--- src/rtl/pipeline_trace_buffer.sv ---
// Logic-analyzer style trace buffer: captures multi-channel samples into a circular RAM
// around a trigger, then returns them oldest-first through a request/ack read port.
module pipeline_trace_buffer #(
    parameter int DATA_W    = 32,
    parameter int CH        = 2,
    parameter int DEPTH     = 64,
    parameter int POST_TRIG = 16
) (
    input  logic                       Clk,
    input  logic                       Reset_n,
    input  logic                       Arm,
    input  logic                       Cap_Valid,
    input  logic [CH*DATA_W-1:0]       Cap_Data,
    input  logic                       Trig,
    input  logic                       Rd_Req,
    output logic                       Rd_Ack,
    output logic [CH*DATA_W-1:0]       Rd_Data,
    output logic                       Rd_Last,
    output logic [1:0]                 State,
    output logic [$clog2(DEPTH):0]     Fill,
    output logic [$clog2(DEPTH)-1:0]   Trig_Index,
    output logic [31:0]                Cycle_Count
);
    // state | meaning
    // IDLE  | waiting for Arm; capture, trigger and reads ignored
    // ARMED | capturing pre-trigger history, waiting for Trig
    // POST  | capturing POST_TRIG samples after the trigger sample
    // DONE  | capture frozen, buffer readable oldest-first

    localparam int AW = $clog2(DEPTH);
    localparam int W  = CH * DATA_W;
    localparam logic [AW:0]   FULL    = (AW+1)'(DEPTH);
    localparam logic [AW-1:0] PT_LOAD = AW'(POST_TRIG);
    localparam logic          PT_ZERO = (POST_TRIG == 0);

    typedef enum logic [1:0] {
        S_IDLE  = 2'd0,
        S_ARMED = 2'd1,
        S_POST  = 2'd2,
        S_DONE  = 2'd3
    } state_t;

    state_t          state;
    logic [W-1:0]    mem [DEPTH];
    logic [AW-1:0]   wr_ptr;
    logic [AW:0]     rd_cnt;
    logic [AW-1:0]   post_cnt;
    logic            trig_pending;
    logic [AW-1:0]   trig_addr;

    logic            capturing;
    logic            wr_en;
    logic [AW-1:0]   wr_ptr_nx;
    logic [AW:0]     fill_nx;
    logic [AW-1:0]   start_nx;
    logic [AW-1:0]   rd_start;
    logic [AW-1:0]   rd_addr;
    logic            trig_sample;
    logic            done_nx;
    logic [AW-1:0]   trig_addr_now;

    assign State = state;

    always_comb begin
        capturing     = (state == S_ARMED) || (state == S_POST);
        wr_en         = capturing && Cap_Valid && !Arm;
        wr_ptr_nx     = wr_ptr + 1'b1;
        fill_nx       = (Fill == FULL) ? Fill : Fill + 1'b1;
        start_nx      = (fill_nx == FULL) ? wr_ptr_nx : '0;
        rd_start      = (Fill == FULL) ? wr_ptr : '0;
        rd_addr       = rd_start + rd_cnt[AW-1:0];
        // The trigger sample is either the one coincident with Trig or the first one after it
        trig_sample   = wr_en && (((state == S_ARMED) && Trig) ||
                                  ((state == S_POST) && trig_pending));
        trig_addr_now = trig_sample ? wr_ptr : trig_addr;
        done_nx       = trig_sample ? PT_ZERO
                                    : ((state == S_POST) && wr_en && (post_cnt == AW'(1)));
    end

    // Buffer RAM carries no reset so it can map onto block memory
    always_ff @(posedge Clk) begin
        if (wr_en)
            mem[wr_ptr] <= Cap_Data;
    end

    always_ff @(posedge Clk or negedge Reset_n) begin
        if (!Reset_n) begin
            state        <= S_IDLE;
            wr_ptr       <= '0;
            rd_cnt       <= '0;
            post_cnt     <= '0;
            trig_pending <= 1'b0;
            trig_addr    <= '0;
            Fill         <= '0;
            Trig_Index   <= '0;
            Cycle_Count  <= '0;
            Rd_Ack       <= 1'b0;
            Rd_Last      <= 1'b0;
            Rd_Data      <= '0;
        end else begin
            Rd_Ack  <= 1'b0;
            Rd_Last <= 1'b0;
            if (Arm) begin
                state        <= S_ARMED;
                wr_ptr       <= '0;
                rd_cnt       <= '0;
                post_cnt     <= '0;
                trig_pending <= 1'b0;
                Fill         <= '0;
                Trig_Index   <= '0;
                Cycle_Count  <= '0;
            end else begin
                if (capturing && (Cycle_Count != '1))
                    Cycle_Count <= Cycle_Count + 1'b1;
                if (wr_en) begin
                    wr_ptr <= wr_ptr_nx;
                    Fill   <= fill_nx;
                end
                if (trig_sample)
                    trig_addr <= wr_ptr;
                if (done_nx)
                    Trig_Index <= trig_addr_now - start_nx;

                case (state)
                    S_ARMED: begin
                        if (Trig) begin
                            post_cnt     <= PT_LOAD;
                            trig_pending <= !Cap_Valid;
                            state        <= done_nx ? S_DONE : S_POST;
                        end
                    end
                    S_POST: begin
                        if (wr_en) begin
                            if (trig_pending)
                                trig_pending <= 1'b0;
                            else
                                post_cnt <= post_cnt - 1'b1;
                        end
                        if (done_nx)
                            state <= S_DONE;
                    end
                    S_DONE: begin
                        if (Rd_Req && (rd_cnt < Fill)) begin
                            Rd_Ack  <= 1'b1;
                            Rd_Data <= mem[rd_addr];
                            Rd_Last <= ((rd_cnt + 1'b1) == Fill);
                            rd_cnt  <= rd_cnt + 1'b1;
                        end
                    end
                    default: ;
                endcase
            end
        end
    end
endmodule

--- config.mk ---
export PLATFORM = sky130hd
export DESIGN_NAME = pipeline_trace_buffer
export DESIGN_NICKNAME = d
export VERILOG_FILES = /design/src/rtl/pipeline_trace_buffer.sv
export SDC_FILE = /design/constraint.sdc
export NUM_CORES = 2
export LEC_CHECK = 0
export CAP_MARGIN = 10
export CORE_MARGIN = 4
export CORE_UTILIZATION = 24
export DETAILED_ROUTE_END_ITERATION = 10
export GPL_TIMING_DRIVEN = 0
export PLACE_DENSITY_LB_ADDON = 0.12
export SLEW_MARGIN = 10
export SYNTH_ARGS = -nofsm -noshare
export SYNTH_HDL_FRONTEND = slang
export SYNTH_SLANG_ARGS = --single-unit
export TNS_END_PERCENT = 5
--- constraint.sdc ---
create_clock -name Clk -period 6.7 [get_ports Clk]
set_input_delay 0.67 -clock Clk [delete_from_list [all_inputs] [get_ports Clk]]
set_output_delay 0.67 -clock Clk [all_outputs]
set_load 0.05 [all_outputs]
==> reports/summary.md <==
The run finished with clean final reports. The tools report the fill cell total of the finished layout as 66.0k. The post-layout worst setup margin was 0.0726 ns; the minimum clock period was 6.63 ns. STA classifies the critical path endpoint as a flop. The pre-CTS worst setup slack was -0.451 ns. The end-of-flow core utilization was 29.4%; the global-route congestion overflow total was 0. Routability-driven placement finished with a final weighted congestion of 0.748. The root buffer selected by CTS is sky130_fd_sc_hd__clkbuf_16. Detailed placement finished with a half-perimeter wire length of 414000 um.

Across the VDD grid, the largest voltage drop is 264 uV. The clock sink count was 4235; the net total in the final layout was 8657. Synthesis handed over a netlist of 7541 instances. After synthesis, the cell types taking the most area are sky130_fd_sc_hd__edfxtp_1 (75%), sky130_fd_sc_hd__mux4_2 (15%), sky130_fd_sc_hd__dfrtp_1 (2.1%). Counting both buffers and inverters, the worst setup path holds a total of 5.

The tools report the worst setup path startpoint as Fill[0]. The largest single stage delay on the critical path is 0.88 ns. The cell that appears most often on the critical path is sky130_fd_sc_hd__buf_2.

The share of async-settable or async-resettable flops after synthesis works out to 3.28%. The proportion of netlist area held by the largest area contributor came out at 75.4%. The number of distinct library cells after synthesis is 66, and the count of final setup violators is 0. In the final routed layout, each cell accounts on average for 32.0 um. The cell area that synthesis handed to floorplanning was 0.163 mm2. In this run the most critical hold path is launched from Cap_Data[25]. The H-tree was split into 5 levels. In this run the power density over the cells is 295 mW/mm2. Number of antenna violations at the first check in global routing: 78. The floorplan step set the die width to 832 um.

The number of setup buffers added after CTS is 0. For the total count of hold-check failures in the final report, the log shows 0. Leaving out fill and tap cells, the most frequent cell in the layout is sky130_fd_sc_hd__edfxtp_1. The top flip-flop cell by instance count after synthesis is sky130_fd_sc_hd__edfxtp_1.

In this run the vertical extent of the chip is 832 um. At the later pin of the worst-skew pair, clock insertion delay measures 1.09 ns. The fraction of layout instances using a drive strength above 1 came out at 27.0%.

sky130_fd_sc_hd__edfxtp_1 takes more of the synthesized area than any other cell. TritonCTS built the clock tree. Total iterations of the first detailed-routing run: 5.

The data required time at the worst endpoint is 7.57 ns, and the clock buffer count from CTS is 477. Setup repair after global routing could not meet its margin everywhere. The run gives 575000 um as the total detailed-routing wirelength. The critical path goes through inv_1, ha_1, and4bb_4, and3_1, ha_1, fa_1, buf_2, buf_2, buf_2, buf_1, mux4_2, nand2_1, nand3_1, a31oi_1, nor4_1.

In the layout the commonest cells are sky130_fd_sc_hd__edfxtp_1 (4096), sky130_fd_sc_hd__mux4_2 (1081), sky130_fd_sc_hd__clkbuf_16 (480). Static timing analysis puts the maximum clock frequency at 151 MHz. Final hold analysis gives a worst-case slack of 0.126 ns. After clock tree synthesis, the clock-pin slew on the worst setup and hold paths is 0.06 ns. During I/O placement, the number of pins put on the boundary was 183. The count of buffers added on input and output ports is 181. The standard-cell row count is 302, and the number of design-rule violations left by the first detailed-router iteration is 7973. The warning count from the yosys run was 0; the part of the Yosys area used for sequential elements was 77.6%. Along the worst path, the maximum fanout reaches 10.

Data arrives at the worst endpoint at 7.50 ns. Summed over all cells, the static leakage comes to 61.0 nW. For this block, the via count after detailed routing is 82.9k.

The floorplan step defined a die boundary enclosing 0.693 mm2. STA classifies the critical path startpoint as a flop. Among cell families on the critical path, the largest total delay comes from buffers and inverters. On the critical path, the stage with the largest delay is an instance of sky130_fd_sc_hd__buf_1.

In this run, synthesis produced a sequential element count of 4235. For this run, design rule violations remaining after detail routing come to 0. The critical path is of the flop to flop type.

The core region is 0.677 mm2. Beginning of the worst register-to-register path: Fill[0]. The pin slew with the least headroom to its limit was 1.26 ns; the final count of pins violating max slew was 0. A synthesized cell averages 21.6 um2. Synthesis produced a netlist with a net count of 7640. Max-cap violations in this run came to 0. The area growth from synthesis to layout is 22.0%. Dividing the detail-routed via count by the number of cells gives 4.61. The initial core utilization was 24.1%. The number of global-route vias before repair was 86.8k; the maximum clock insertion buffer count was 4. The relative slew slack was 16.1%.

Across every metal layer, demand over resource in global routing totals 16.3%. Remaining antenna violation count: 0. The wire length of the first global-routing pass was 776000 um; the worst clock skew was 0.154 ns. The number of enable-type register cells in the synthesized netlist is 4096.

The min-delay analysis places its worst path in the category primary input to flop. Maximum number of pins on one net before global-route repair: 65. The final critical-path share of the clock period was 98.9%.
per-stage QoR:
step	setup TNS, ns	cell area, um2	power [W]	instances
after global placement	-	176000	0.0338	16700
after detailed placement	-5.59	183000	0.0338	17000
after floorplan	0	163000	0.0317	7541
after global routing	-0.207	199000	0.0608	17900
final	0	199000	0.0587	18000
after CTS	0	199000	0.0596	17900
cells in the mapped netlist (all sizes together) (4+ instances only):
master	number
a32oi	57
a21o	4
xnor2	34
nand3b	4
mux2	10
a211oi	23
ha	27
o21ai	32
edfxtp	4096
a21oi	38
a2111oi	7
nor2	214
nand2	451
nor4	55
nand4	9
buf	233
clkbuf	203
nor3b	51
mux4	1081
nor3	20
nand3	279
and4	64
or3	20
a41oi	7
and3	92
nor2b	4
mux2i	73
and2	5
xor2	20
inv	27
a31oi	130
nand2b	5
dfrtp	139
cell type report:
cell class	instances	area, um2	share of cell area [%]
sequential	4235	126000	63.6
tap	8968	11200	5.64
multi-input combinational	2843	35000	17.6
clock buffer	624	12700	6.37
timing repair buffer	538	8750	4.40
clock inverter	256	2510	1.26
inverter	27	101	0.0510
antenna	44	110	0.0554
buffer	436	2080	1.05
layer usage:
metal / global-route usage, % / wire length, um / vias up
met5: 0 / 66 / -
met4: 3.52 / 13500 / 10
met3: 2.28 / 30100 / 635
met2: 27.6 / 282000 / 2424
met1: 22.2 / 250000 / 46000
li1: - / - / 33800
report_power, final:
part | leakage, nW | internal, W | switching (W)
clock | 7.36 | 0.0146 | 0.0110
sequential | 38.6 | 0.0293 | 0.000541
combinational | 15.0 | 0.00112 | 0.00221
total | 61.0 | 0.0450 | 0.0137
worst reg2reg max path, cell delays in order (launching register included):
cell and delay (ns):
sky130_fd_sc_hd__dfrtp_1 0.50, sky130_fd_sc_hd__inv_1 0.13, sky130_fd_sc_hd__ha_1 0.22, sky130_fd_sc_hd__and4bb_4 0.24, sky130_fd_sc_hd__and3_1 0.19, sky130_fd_sc_hd__ha_1 0.21, sky130_fd_sc_hd__fa_1 0.64, sky130_fd_sc_hd__buf_2 0.38
sky130_fd_sc_hd__buf_2 0.65, sky130_fd_sc_hd__buf_2 0.84, sky130_fd_sc_hd__buf_1 0.92, sky130_fd_sc_hd__mux4_2 0.43, sky130_fd_sc_hd__nand2_1 0.08, sky130_fd_sc_hd__nand3_1 0.14, sky130_fd_sc_hd__a31oi_1 0.78, sky130_fd_sc_hd__nor4_1 0.16
cells by family (layout without fill, tap and decap cells):
family	Yosys count	in the layout	synth area share, %
buffers and inverters	463	1881	1.30
AOI/OAI and AO/OA	315	315	1.31
muxes	1164	1164	15.4
adders and majority gates	29	29	0.232
xor gates and xnor gates	55	55	0.304
other	0	44	0
and+or+nand+nor	1280	1280	3.83
DFF	4235	4235	77.6
path summary, 6_finish.rpt:
path,endpoint,slack [ns],cells after the start
max reg2reg,Rd_Data[19],0.07,15
max in group asynchronous,Rd_Data[28],5.27,4
min in group asynchronous,Cycle_Count[3],0.20,2
min reg2reg,trig_addr[0],0.50,1
max,Rd_Data[19],0.07,15
min,mem[24][25],0.13,2
state kept, by name, indices dropped and copies added, names as in the netlist:
name,count
Cycle_Count,32
Fill,7
Rd_Ack,1
Rd_Data,64
Rd_Last,1
State,2
Trig_Index,6
mem,4096
post_cnt,6
rd_cnt,7
trig_addr,6
trig_pending,1
wr_ptr,6
repair_timing:
item	CTS	global route
resized for setup	6	9
hold endpoints to repair	438	0
setup endpoints to repair	33	9
gates cloned	0	0
hold buffers	30	0
(Power assumes the default switching activity.)
